<file path="config.mk">
export PLATFORM = sky130hd
export DESIGN_NAME = fb_mem_arbiter
export DESIGN_NICKNAME = d
export VERILOG_FILES = /design/src/rtl/fb_mem_arbiter.sv
export SDC_FILE = /design/constraint.sdc
export NUM_CORES = 1
export LEC_CHECK = 0
export CAP_MARGIN = 10
export CELL_PAD_IN_SITES_DETAIL_PLACEMENT = 0
export CELL_PAD_IN_SITES_GLOBAL_PLACEMENT = 1
export CORE_MARGIN = 2
export CORE_UTILIZATION = 44
export DETAILED_ROUTE_END_ITERATION = 16
export DONT_BUFFER_PORTS = 1
export PLACE_DENSITY_LB_ADDON = 0.25
export SYNTH_ARGS = -nofsm -noshare
export SYNTH_HDL_FRONTEND = slang
export SYNTH_SLANG_ARGS = --single-unit
</file>
<file path="constraint.sdc">
create_clock -name clk -period 2.5 [get_ports clk]
set_clock_uncertainty 0.1 [all_clocks]
set_input_delay 0.125 -clock clk [delete_from_list [all_inputs] [get_ports clk]]
set_output_delay 0.125 -clock clk [all_outputs]
set_load 0.05 [all_outputs]
</file>
<file path="src/rtl/fb_mem_arbiter.sv">
// Framebuffer memory arbiter: display burst reads (priority) vs host single writes,
// with a starvation limit. Optional statistics counters under FB_ARB_STATS_EN.
module fb_mem_arbiter #(
   parameter int AW         = 20,
   parameter int DW         = 16,
   parameter int BURST      = 8,
   parameter int STARVE_LIM = 4
) (
   input  logic          clk,
   input  logic          nrst,
   input  logic          disp_req,
   input  logic [AW-1:0] disp_addr,
   output logic          disp_gnt,
   output logic [DW-1:0] disp_rdata,
   output logic          disp_rvalid,
   input  logic          host_req,
   input  logic [AW-1:0] host_addr,
   input  logic [DW-1:0] host_wdata,
   output logic          host_gnt,
   output logic          mem_req,
   output logic          mem_we,
   output logic [AW-1:0] mem_addr,
   output logic [DW-1:0] mem_wdata,
   input  logic          mem_ready,
   input  logic          mem_rvalid,
   input  logic [DW-1:0] mem_rdata,
   output logic          busy,
`ifdef FB_ARB_STATS_EN
   output logic [15:0]   stat_host_stall,
   output logic [15:0]   stat_bursts,
`endif
   output logic [1:0]    dbg_state
);

   localparam int CW = $clog2(BURST + 1);
   localparam int SW = $clog2(STARVE_LIM + 1);
   localparam logic [CW-1:0] BURST_C  = CW'(BURST);
   localparam logic [CW-1:0] LAST_C   = CW'(BURST - 1);
   localparam logic [SW-1:0] STARVE_C = SW'(STARVE_LIM);

   typedef enum logic [1:0] {
      IDLE      = 2'd0,
      DISP_CMD  = 2'd1,
      DISP_WAIT = 2'd2,
      HOST_CMD  = 2'd3
   } state_t;

   state_t        state_q, state_d;
   logic [AW-1:0] base_q, base_d;
   logic [CW-1:0] cmd_cnt_q, cmd_cnt_d;
   logic [CW-1:0] rd_cnt_q, rd_cnt_d;
   logic [SW-1:0] starve_q, starve_d;
   logic          disp_gnt_q, disp_gnt_d;
   logic          host_gnt_q, host_gnt_d;
   logic          disp_rvalid_q, disp_rvalid_d;
   logic [DW-1:0] disp_rdata_q, disp_rdata_d;
   logic          mem_req_q, mem_req_d;
   logic          mem_we_q, mem_we_d;
   logic [AW-1:0] mem_addr_q, mem_addr_d;
   logic [DW-1:0] mem_wdata_q, mem_wdata_d;
   logic          busy_q, busy_d;

   logic          disp_win;
   logic          rd_phase;
   logic [CW-1:0] cmd_nxt;

   // Memory command handshake: a command transfers on a cycle where mem_req & mem_ready;
   // once raised, mem_req and its addr/we/wdata hold unchanged until that transfer.
   assign disp_win = disp_req & (~host_req | (starve_q < STARVE_C));
   assign rd_phase = (state_q == DISP_CMD) || (state_q == DISP_WAIT);
   assign cmd_nxt  = cmd_cnt_q + CW'(1);

   always_comb begin
      state_d       = state_q;
      base_d        = base_q;
      cmd_cnt_d     = cmd_cnt_q;
      rd_cnt_d      = rd_cnt_q;
      starve_d      = starve_q;
      disp_gnt_d    = 1'b0;
      host_gnt_d    = 1'b0;
      disp_rvalid_d = 1'b0;
      disp_rdata_d  = disp_rdata_q;
      mem_req_d     = mem_req_q;
      mem_we_d      = mem_we_q;
      mem_addr_d    = mem_addr_q;
      mem_wdata_d   = mem_wdata_q;

      case (state_q)
         IDLE: begin
            if (disp_win) begin
               state_d    = DISP_CMD;
               base_d     = disp_addr;
               cmd_cnt_d  = '0;
               rd_cnt_d   = '0;
               disp_gnt_d = 1'b1;
               mem_req_d  = 1'b1;
               mem_we_d   = 1'b0;
               mem_addr_d = disp_addr;
               if (host_req && (starve_q != STARVE_C)) begin
                  starve_d = starve_q + SW'(1);
               end
            end else if (host_req) begin
               state_d     = HOST_CMD;
               host_gnt_d  = 1'b1;
               mem_req_d   = 1'b1;
               mem_we_d    = 1'b1;
               mem_addr_d  = host_addr;
               mem_wdata_d = host_wdata;
               starve_d    = '0;
            end
         end
         DISP_CMD: begin
            if (mem_ready) begin
               cmd_cnt_d = cmd_nxt;
               if (cmd_cnt_q == LAST_C) begin
                  state_d   = DISP_WAIT;
                  mem_req_d = 1'b0;
               end else begin
                  mem_addr_d = base_q + AW'(cmd_nxt);
               end
            end
         end
         DISP_WAIT: begin
            if (rd_cnt_q == BURST_C) begin
               state_d = IDLE;
            end
         end
         HOST_CMD: begin
            if (mem_ready) begin
               state_d   = IDLE;
               mem_req_d = 1'b0;
               mem_we_d  = 1'b0;
            end
         end
         default: state_d = IDLE;
      endcase

      // Returns outside a burst, or beyond its BURST words, are stale and dropped.
      if (rd_phase && mem_rvalid && (rd_cnt_q != BURST_C)) begin
         rd_cnt_d      = rd_cnt_q + CW'(1);
         disp_rvalid_d = 1'b1;
         disp_rdata_d  = mem_rdata;
      end

      busy_d = (state_d != IDLE);
   end

   always_ff @(posedge clk or negedge nrst) begin
      if (!nrst) begin
         state_q       <= IDLE;
         base_q        <= '0;
         cmd_cnt_q     <= '0;
         rd_cnt_q      <= '0;
         starve_q      <= '0;
         disp_gnt_q    <= 1'b0;
         host_gnt_q    <= 1'b0;
         disp_rvalid_q <= 1'b0;
         disp_rdata_q  <= '0;
         mem_req_q     <= 1'b0;
         mem_we_q      <= 1'b0;
         mem_addr_q    <= '0;
         mem_wdata_q   <= '0;
         busy_q        <= 1'b0;
      end else begin
         state_q       <= state_d;
         base_q        <= base_d;
         cmd_cnt_q     <= cmd_cnt_d;
         rd_cnt_q      <= rd_cnt_d;
         starve_q      <= starve_d;
         disp_gnt_q    <= disp_gnt_d;
         host_gnt_q    <= host_gnt_d;
         disp_rvalid_q <= disp_rvalid_d;
         disp_rdata_q  <= disp_rdata_d;
         mem_req_q     <= mem_req_d;
         mem_we_q      <= mem_we_d;
         mem_addr_q    <= mem_addr_d;
         mem_wdata_q   <= mem_wdata_d;
         busy_q        <= busy_d;
      end
   end

   assign disp_gnt    = disp_gnt_q;
   assign host_gnt    = host_gnt_q;
   assign disp_rvalid = disp_rvalid_q;
   assign disp_rdata  = disp_rdata_q;
   assign mem_req     = mem_req_q;
   assign mem_we      = mem_we_q;
   assign mem_addr    = mem_addr_q;
   assign mem_wdata   = mem_wdata_q;
   assign busy        = busy_q;
   assign dbg_state   = state_q;

`ifdef FB_ARB_STATS_EN
   logic [15:0] stall_q, stall_d;
   logic [15:0] bursts_q, bursts_d;

   always_comb begin
      stall_d  = stall_q;
      bursts_d = bursts_q;
      if (host_req && !host_gnt_q && (stall_q != 16'hFFFF)) begin
         stall_d = stall_q + 16'd1;
      end
      if (disp_gnt_d) begin
         bursts_d = bursts_q + 16'd1;
      end
   end

   always_ff @(posedge clk or negedge nrst) begin
      if (!nrst) begin
         stall_q  <= '0;
         bursts_q <= '0;
      end else begin
         stall_q  <= stall_d;
         bursts_q <= bursts_d;
      end
   end

   assign stat_host_stall = stall_q;
   assign stat_bursts     = bursts_q;
`endif

endmodule

</file>
Yosys cells after proc, flatten, opt, wreduce, memory -nomap -nowiden:

Index checks and enable logic that the tools add are counted.

* flip-flop bits (word level): 91
* latch bits: 0
* RAM bits: 0
* ROM bits: 0
* input port bits: 78
* output and inout port bits: 60
* logic and storage cells: 91
* memories: 0

* add/subtract/negate cells: 4
* multiply operators: 0
* divide/modulo/power cells: 0
* order comparisons: 1
* equality and inequality tests: 14
* shift operators: 0
* mux-type cells: 34
* bitwise logic cells: 4
* reduce and logical (&&, ||, !) cells: 20

Operators with widths (count)
* $mux 20: 4
* $pmux 20 s2: 1
* $add 20x4->20: 1
* $mux 4: 4
* $mux 1: 12
* $mux 2: 6
* $reduce_and 3->1: 4
* $reduce_bool 2->1: 6
* $mux 3: 3
* $add 4x1->4 const B: 2
* $ne 2x2->1 const B: 4
* $pmux 2 s4: 1
* $pmux 4 s2: 1
* $ne 3x3->1 const B: 2
* $reduce_and 5->1: 1
* $eq 2x2->1 const B: 2
* $eq 4x3->1 const B: 1
* $eq 4x4->1 const B: 1
* $ne 2x1->1 const B: 2
* $ne 4x4->1 const B: 1
* $reduce_and 2->1: 2
* $reduce_and 4->1: 1
* $add 3x1->3 const B: 1
* $logic_and 1x1->1: 3
* 10 further kinds: 11

Longest topological paths before layout:

Gate-level depths: netlist of the first run.

* depth in word-level cells: 6
* depth in mapped cells: 9

Worst setup path after synthesis of the first run:

No wires, ideal clock.

* path type: flip-flop to flip-flop
* start: reg cmd_cnt_q[0]
* end: reg mem_addr_q[12] (netlist: mem_addr[12])
* library setup time: 0.126 ns
* arrival time: 2.189 ns
* data required time: 2.274 ns
* path slack: 0.085 ns
* stages on the path, launching flop included: 9
* period minus slack after synthesis: 2.415 ns
* cells stage by stage: dfrtp_1 -> ha_1 -> xor2_1 -> ha_1 -> nand3_1 -> a21oi_1 -> nand3_1 -> xnor2_1 -> a221o_1

* longest elaborated chain between the ends: 5
* elaborated cells on any way between the ends: 8
* classes of those cells: add/sub: 2; eq/ne: 2; mux: 3; reduce/logical: 1

Ends and longest elaborated chain
* from (decl): RTL line 50 `logic [CW-1:0] cmd_cnt_q, cmd_cnt_d;`
* from (signal assigned): RTL line 167 `cmd_cnt_q <= cmd_cnt_d;`
* $add 4x1->4: RTL line 71 `assign cmd_nxt = cmd_cnt_q + CW'(1);`
* $add 20x4->20: RTL line 119 `mem_addr_d = base_q + AW'(cmd_nxt);`
* $mux 20: RTL line 115 `if (cmd_cnt_q == LAST_C) begin`
* $mux 20: RTL line 113 `if (mem_ready) begin`
* $pmux 20 s2: RTL line 88 `case (state_q)`
* to (signal assigned): RTL line 176 `mem_addr_q <= mem_addr_d;`
* to (decl): RTL line 59 `logic [AW-1:0] mem_addr_q, mem_addr_d;`

Several ways; a longest one is shown, not always the timed one. The select of a mux whose other input is x is not followed.
A chain may end at the register's enable or synchronous reset.

Final worst setup path of the first run:

* start: reg cmd_cnt_q[0]
* end: reg mem_addr_q[9] (netlist: mem_addr[9])

Same word-level chain as after synthesis.

==> run_results.csv, run 1 <==
group,metric,value,unit
outcome,status,"finished clean",
sta,finalHoldViolCount,0,
global_route,grt_pass1_vias,3623,
sta,final-max-slew-violation-count,0,
flow_run,drv.max_cap_violation_count,0,
floorplanning,placementRows,37,
sta,postLayoutSetupSlackWorst,0.181,ns
sta,period_share,0.927,
power,share_seq_of_total_power,0.535,
yosys,synth_top_family_by_area,"multiplexers",
worst_setup_path,worstSetupPathType,"flip-flop to flip-flop",
yosys,yosys-mux-area-fraction,0.160,
clocking,cts_tree,"built",
placement,dp_hpwl,7380,um
clocking,htree_num_levels,3,
worst_setup_path,worst-r2r-cell-count,9,
route,detailedRoute.firstPassIterationCount,4,
sta,timing.slew.headroom,0.401,
route,final_antenna_net_count,0,
final_layout,n_fill_cell,885,
sta,fmaxAchievable,431,MHz
global_route,global_route.usage.total,0.208,
yosys,dominantRegCellSynth,"dfrtp_1",
global_route,grt_antenna_before_repair,0,
final_layout,antenna_cells,0,
placement,io_buffer_count,0,
power,peakVddDrop,0.742,mV
global_route,grt.met1_usage,0.277,
floorplanning,num_io_pins,138,
power,p_switching,4.25,mW
worst_setup_path,startpoint_type,"flip-flop",
clocking,cts_inserted_buffers,9,
clocking,clk_pin_slew,0.09,ns
worst_setup_path,r2r_end,"mem_addr[9]",
sta,rsz0062_at_grt,"false",
sta,tightestPinTransition,0.894,ns
worst_setup_path,timing.critical_path.required,2.65,ns
yosys,synth.lib_cells_used.distinct,53,
sta,setup_viol,0,
yosys,synth-edff-count,0,
global_route,grt-ovfl-total,0,
global_route,grt_max_degree,92,
sta,totalNegativeSetupSlack,0,ns
power,pwr_density_cell,1440,nW/um^2
route,finalWirelength,11200,um
final_layout,post-route-cell-area,5730,um^2
final_layout,drive_above_1_share,0.195,
power,static_power_due_to_leakage,2.46,nW
final_layout,layout.nets,580,
sta,shortest_clock_period_the_worst_path_allows_after_layout,2.32,ns
worst_setup_path,critical_path.max_fanout,4,
yosys,synth-compound-area-share,0.130,
route,drc,0,
final_layout,mostFrequentLayoutCell,"dfrtp_1",
clocking,cts_setup_buffers,0,
clocking,cts_buffer_depth,2,
yosys,ys_seq_elements,91,
global_route,groute.layer.met2.usage,0.325,
worst_hold_path,min_to,"mem_addr[2]",
clocking,cts_num_sinks,91,
power,p_sw_frac,0.513,
yosys,synthArstFlopShare,1.00,
sta,worst_hold_slack,0.0112,ns
route,detail_route.vias_per_cell,5.44,
power,intPower,4.03,mW
final_layout,area.growth.synth_to_final,23.2,%
worst_setup_path,worst_setup_path_end_kind,"flip-flop",
placement,gp_congestion,0.795,
clocking,clock_latency,0.36,ns
worst_setup_path,rr_startpoint,"cmd_cnt_q[0]",
power,power,8.28,mW
placement,placed_cell_area,4830,um^2
floorplanning,floorplan.initialDensity,0.453,
global_route,grt_first_pass_wirelength,18400,um
power,power.share.clock,0.127,
placement,placedCellCount,546,
final_layout,end_of_flow_core_utilization,0.558,
yosys,synth_fp_nets,508,
floorplanning,total_die_area,11400,um^2
floorplanning,floorplan.die.height,107,um
global_route,global_route.usage.met3,0.0571,
yosys,synth_seq_area_share,0.489,
final_layout,most-common-layout-cells,"dfrtp_1, dlygate4sd3_1, mux2_2",
worst_hold_path,worstHoldPathType,"primary input to flip-flop",
floorplanning,die_x,107,um
route,drt-initial-drc-count,143,
yosys,synth_cells,415,
worst_hold_path,hold-path-cell-count,4,
worst_setup_path,reg2reg_slack,0.18,ns
yosys,yosys_warnings,0,
yosys,synth.cell_area,4650,um^2
yosys,xor_xnor_portion_of_the_synthesized_cell_area,0.0358,
global_route,grt_peak_use_layer,"met2",
power,combPwrFrac,0.337,
route,total_via_count_after_detailed_routing,3417,
yosys,synth_fa_ha_area_frac,0.0419,
final_layout,non_filler_cells_final,628,
worst_setup_path,cp_data_arrival_time,2.47,ns
floorplanning,core_area,10300,um^2
placement,post-place-ws,0.108,ns
clocking,cts_root_buf,"clkbuf_8",
route,routed_wire_length_per_instance,17.8,um
yosys,synth_simple_gate_area_frac,0.108,
worst_hold_path,worstHoldStart,"host_addr[2]",
yosys,postSynthAreaPerCell,11.2,um^2
[synth_stat cells (all sizes together) (6+ instances only)]
cell type / n / area share
a211oi: 8 / 0.013
nor2b: 7 / 0.011
nor2: 23 / 0.019
nor3: 6 / 0.0065
xor2: 11 / 0.021
nand3: 14 / 0.016
a21oi: 28 / 0.030
inv: 15 / 0.012
ha: 14 / 0.038
mux2: 52 / 0.13
xnor2: 8 / 0.015
o21ai: 23 / 0.025
dfrtp: 91 / 0.49
mux2i: 16 / 0.034
buf: 14 / 0.019
nand2: 32 / 0.028
[cell families after synthesis]
group | Yosys count
xor gates and xnor gates | 19
muxes | 68
AOI/OAI and AO/OA | 90
adders and majority gates | 15
buffers and inverters | 34
and+or+nand+nor | 98
DFF | 91
[layout make-up]
| type | instances | area [um^2] | share of cell area |
|---|---|---|---|
| sequential | 91 | 2280 | 0.397 |
| clock buffer | 11 | 151 | 0.0264 |
| multi-input combinational | 290 | 2220 | 0.387 |
| tap | 136 | 170 | 0.0297 |
| timing repair buffer | 80 | 796 | 0.139 |
| clock inverter | 5 | 60.1 | 0.0105 |
| inverter | 15 | 56.3 | 0.00982 |
[worst max-delay path, stage by stage, from the launching register on]
cell and delay [ns]:
dfrtp_1 0.42, ha_1 0.23, xor2_1 0.15, ha_1 0.29, buf_4 0.15, o211ai_1 0.19, a2111oi_0 0.09, a31oi_1 0.17
a21oi_1 0.09, o32a_1 0.33
[routing by layer]
metal | part of all wire | routed length [um]
met2 | 0.46 | 5180
met1 | 0.44 | 4930
met3 | 0.080 | 888
met4 | 0.014 | 151
met5 | 0 | 0
[power groups by stage]
stage / Clock, mW / Combinational, mW / Sequential [mW]
after floorplan: 0 / 2.09 / 4.32
after global placement: 0 / 2.61 / 4.45
after detailed placement: 0 / 2.68 / 4.45
after CTS: 1.08 / 2.80 / 4.44
after global routing: 1.14 / 3.14 / 4.55
final: 1.05 / 2.79 / 4.43
[registers in the layout, indices dropped and copies added, names as in the netlist]
register,flops
base_q,20
mem_addr,20
disp_rdata,16
mem_wdata,16
cmd_cnt_q,4
rd_cnt_q,4
starve_q,3
dbg_state,2
busy,1
disp_gnt,1
disp_rvalid,1
host_gnt,1
mem_req,1
mem_we,1
[worst max path at each step]
| stage | startpoint | endpoint | slack, ns | cells past startpoint |
|---|---|---|---|---|
| global route | cmd_cnt_q[0] | mem_addr[9] | 0.007 | 9 |
| detailed placement | cmd_cnt_q[0] | mem_addr[12] | 0.11 | 8 |
| global placement | cmd_cnt_q[0] | mem_addr[12] | 0.15 | 8 |
| finish | cmd_cnt_q[0] | mem_addr[9] | 0.18 | 9 |
| CTS | cmd_cnt_q[0] | mem_addr[12] | 0.08 | 8 |
| floorplan | cmd_cnt_q[0] | mem_addr[12] | 0.08 | 8 |
[what timing repair did]
action / CTS / global route
hold buffers: 66 / 0
gates resized for setup: 0 / 2
endpoints found under the hold margin: 163 / 0
setup endpoints to repair: 0 / 4
(Power assumes the default switching activity.)
==> inputs of run 2 (changes only) <==
Settings changed: MAX_ROUTING_LAYER set to met4.
==> run 2 against run 1 <==
Effect of this change:
- utilization unchanged
- cell count unchanged
- clock power about the same
- non-clock buffer count unchanged
- global-route usage increased by 0.53 points
- clock-buffer cell count unchanged
- largest cell class unchanged
- sequential share of layout area unchanged
- routed wire length increased by 0.11%
- die area unchanged
==> run_results.csv, run 2 (same netlist as run 1, synthesis figures left out) <==
group,metric,value,unit
worst_setup_path,worst_setup_path_end_kind,"flip-flop",
floorplanning,floorplan.initialDensity,0.453,
floorplanning,core_area,10300,um^2
final_layout,non_filler_cells_final,628,
sta,rsz0062_at_grt,"false",
power,pwr_density_cell,1450,nW/um^2
worst_setup_path,r2r_end,"mem_addr[9]",
final_layout,area.growth.synth_to_final,23.2,%
placement,dp_hpwl,7380,um
sta,shortest_clock_period_the_worst_path_allows_after_layout,2.32,ns
route,detail_route.vias_per_cell,5.45,
power,static_power_due_to_leakage,2.46,nW
worst_setup_path,worst_path_dominant_cell_family,"compound AO/OA/AOI/OAI gates",
route,detailedRoute.firstPassIterationCount,4,
route,final_antenna_net_count,0,
global_route,grt-ovfl-total,0,
global_route,grt.met1_usage,0.278,
sta,timing.slew.headroom,0.412,
sta,final-max-slew-violation-count,0,
power,intPower,4.03,mW
sta,finalHoldViolCount,0,
worst_setup_path,cell_with_the_largest_stage_delay_on_the_worst_path,"dfrtp_1",
final_layout,n_fill_cell,885,
sta,fmaxAchievable,430,MHz
clocking,cts_tree,"built",
power,p_sw_frac,0.513,
floorplanning,total_die_area,11400,um^2
power,p_switching,4.25,mW
floorplanning,num_io_pins,138,
final_layout,layout.nets,580,
final_layout,post-route-cell-area,5730,um^2
worst_setup_path,cp_common_cell,"ha_1",
global_route,global_route.usage.total,0.213,
global_route,grt_pass1_vias,3630,
worst_setup_path,critPathLaunch,"cmd_cnt_q[0]",
final_layout,multiInputGateArea,2220,um^2
sta,tightestPinTransition,0.879,ns
worst_setup_path,cpPeakStageDelay,0.42,ns
sta,setup_viol,0,
placement,io_buffer_count,0,
final_layout,most-common-layout-cells,"dfrtp_1, dlygate4sd3_1, mux2_2",
worst_setup_path,series_of_cell_instances_along_the_critical_path,"ha_1 -> xor2_1 -> ha_1 -> buf_4 -> o211ai_1 -> a2111oi_0 -> a31oi_1 -> a21oi_1 -> o32a_1",
worst_setup_path,worst-r2r-cell-count,9,
global_route,grt_antenna_before_repair,0,
global_route,grt_first_pass_wirelength,18300,um
final_layout,drive_above_1_share,0.195,
placement,placed_cell_area,4830,um^2
outcome,status,"finished clean",
clocking,clk_pin_slew,0.09,ns
worst_setup_path,reg2reg_slack,0.18,ns
worst_setup_path,crit_cells,9,
worst_setup_path,startpoint_type,"flip-flop",
worst_hold_path,worstHoldStart,"host_addr[2]",
global_route,grt_max_degree,92,
clocking,clock_latency,0.36,ns
sta,period_share,0.929,
floorplanning,floorplan.die.height,107,um
global_route,global_route.usage.met3,0.0492,
global_route,grt_peak_use_layer,"met2",
placement,gp_congestion,0.807,
route,finalWirelength,11200,um
clocking,cts_num_sinks,91,
route,drc,0,
worst_setup_path,cp.buffers_inverters,1,
worst_setup_path,rr_startpoint,"cmd_cnt_q[0]",
power,combPwrFrac,0.338,
sta,worst_hold_slack,0.0134,ns
worst_hold_path,worstHoldPathType,"primary input to flip-flop",
clocking,htree_num_levels,3,
placement,placedCellCount,546,
final_layout,end_of_flow_core_utilization,0.558,
worst_setup_path,timing.critical_path.required,2.65,ns
clocking,cts_root_buf,"clkbuf_8",
clocking,cts_inserted_buffers,9,
worst_setup_path,critical_path.max_fanout,4,
floorplanning,placementRows,37,
power,share_seq_of_total_power,0.535,
clocking,cts_buffer_depth,2,
route,routed_wire_length_per_instance,17.8,um
route,total_via_count_after_detailed_routing,3423,
worst_setup_path,cp_data_arrival_time,2.47,ns
power,peakVddDrop,0.742,mV
final_layout,antenna_cells,0,
route,drt-initial-drc-count,131,
sta,totalNegativeSetupSlack,0,ns
worst_setup_path,critical_path.endpoint,"mem_addr[9]",
floorplanning,die_x,107,um
worst_setup_path,worstSetupPathType,"flip-flop to flip-flop",
power,power.share.clock,0.127,
final_layout,storage_element_area,2280,um^2
global_route,groute.layer.met2.usage,0.328,
flow_run,drv.max_cap_violation_count,0,
final_layout,mostFrequentLayoutCell,"dfrtp_1",
==> run 2: cell counts in the layout (fill, tap and decap cells not counted) <==
Identical to the previous run, type by type.
==> run 2: cell type report <==
cell class | instances | area share
Sequential cell | 91 | 0.397
Multi-Input combinational cell | 290 | 0.387
Timing Repair Buffer | 80 | 0.139
Tap cell | 136 | 0.0297
Clock buffer | 11 | 0.0264
Clock inverter | 5 | 0.0105
Inverter | 15 | 0.00982
==> run 2: power by group through the flow <==
stage          clock network (mW)  logic (mW)  registers (mW)
2_1_floorplan                   0        2.09            4.32
3_3_place_gp                    0        2.61            4.45
3_5_place_dp                    0        2.68            4.45
4_1_cts                      1.08        2.80            4.44
5_1_grt                      1.14        3.14            4.55
6_report                     1.06        2.80            4.43
==> run 2: per-layer routing <==
metal	vias up	wire, um
met5	-	0
met4	0	144
met3	10	880
met2	137	5200
met1	1647	4940
li1	1629	-
==> run 2: stage by stage <==
stage                     power, mW  setup WS (ns)
after global placement         7.06          0.152
after detailed placement       7.13          0.108
final                          8.28          0.177
after global routing           8.83        0.00662
after floorplan                6.41         0.0845
after CTS                      8.32         0.0847
==> run 2: worst min-delay path by stage <==
| stage | slack [ns] | cells past startpoint | endpoint |
|---|---|---|---|
| after floorplan | -0.27 | 0 | base_q[0] |
| after global placement | -0.27 | 0 | mem_addr[2] |
| after detailed placement | -0.27 | 0 | mem_addr[4] |
| after CTS | 0.002 | 4 | mem_addr[2] |
| after global routing | 0.03 | 4 | dbg_state[1] |
| final | 0.01 | 4 | mem_addr[2] |
==> run 2: what timing repair did <==
action | CTS | global route
resized for setup | 0 | 2
setup buffers | 0 | 0
hold buffers | 66 | 0
setup endpoints to repair | 0 | 4
endpoints found under the hold margin | 163 | 0
==> run 2: worst min-delay path: stages <==
cell and delay [ns]:
mux2i_1 0.04, nor2_1 0.08, a21oi_1 0.05, o21ai_0 0.14
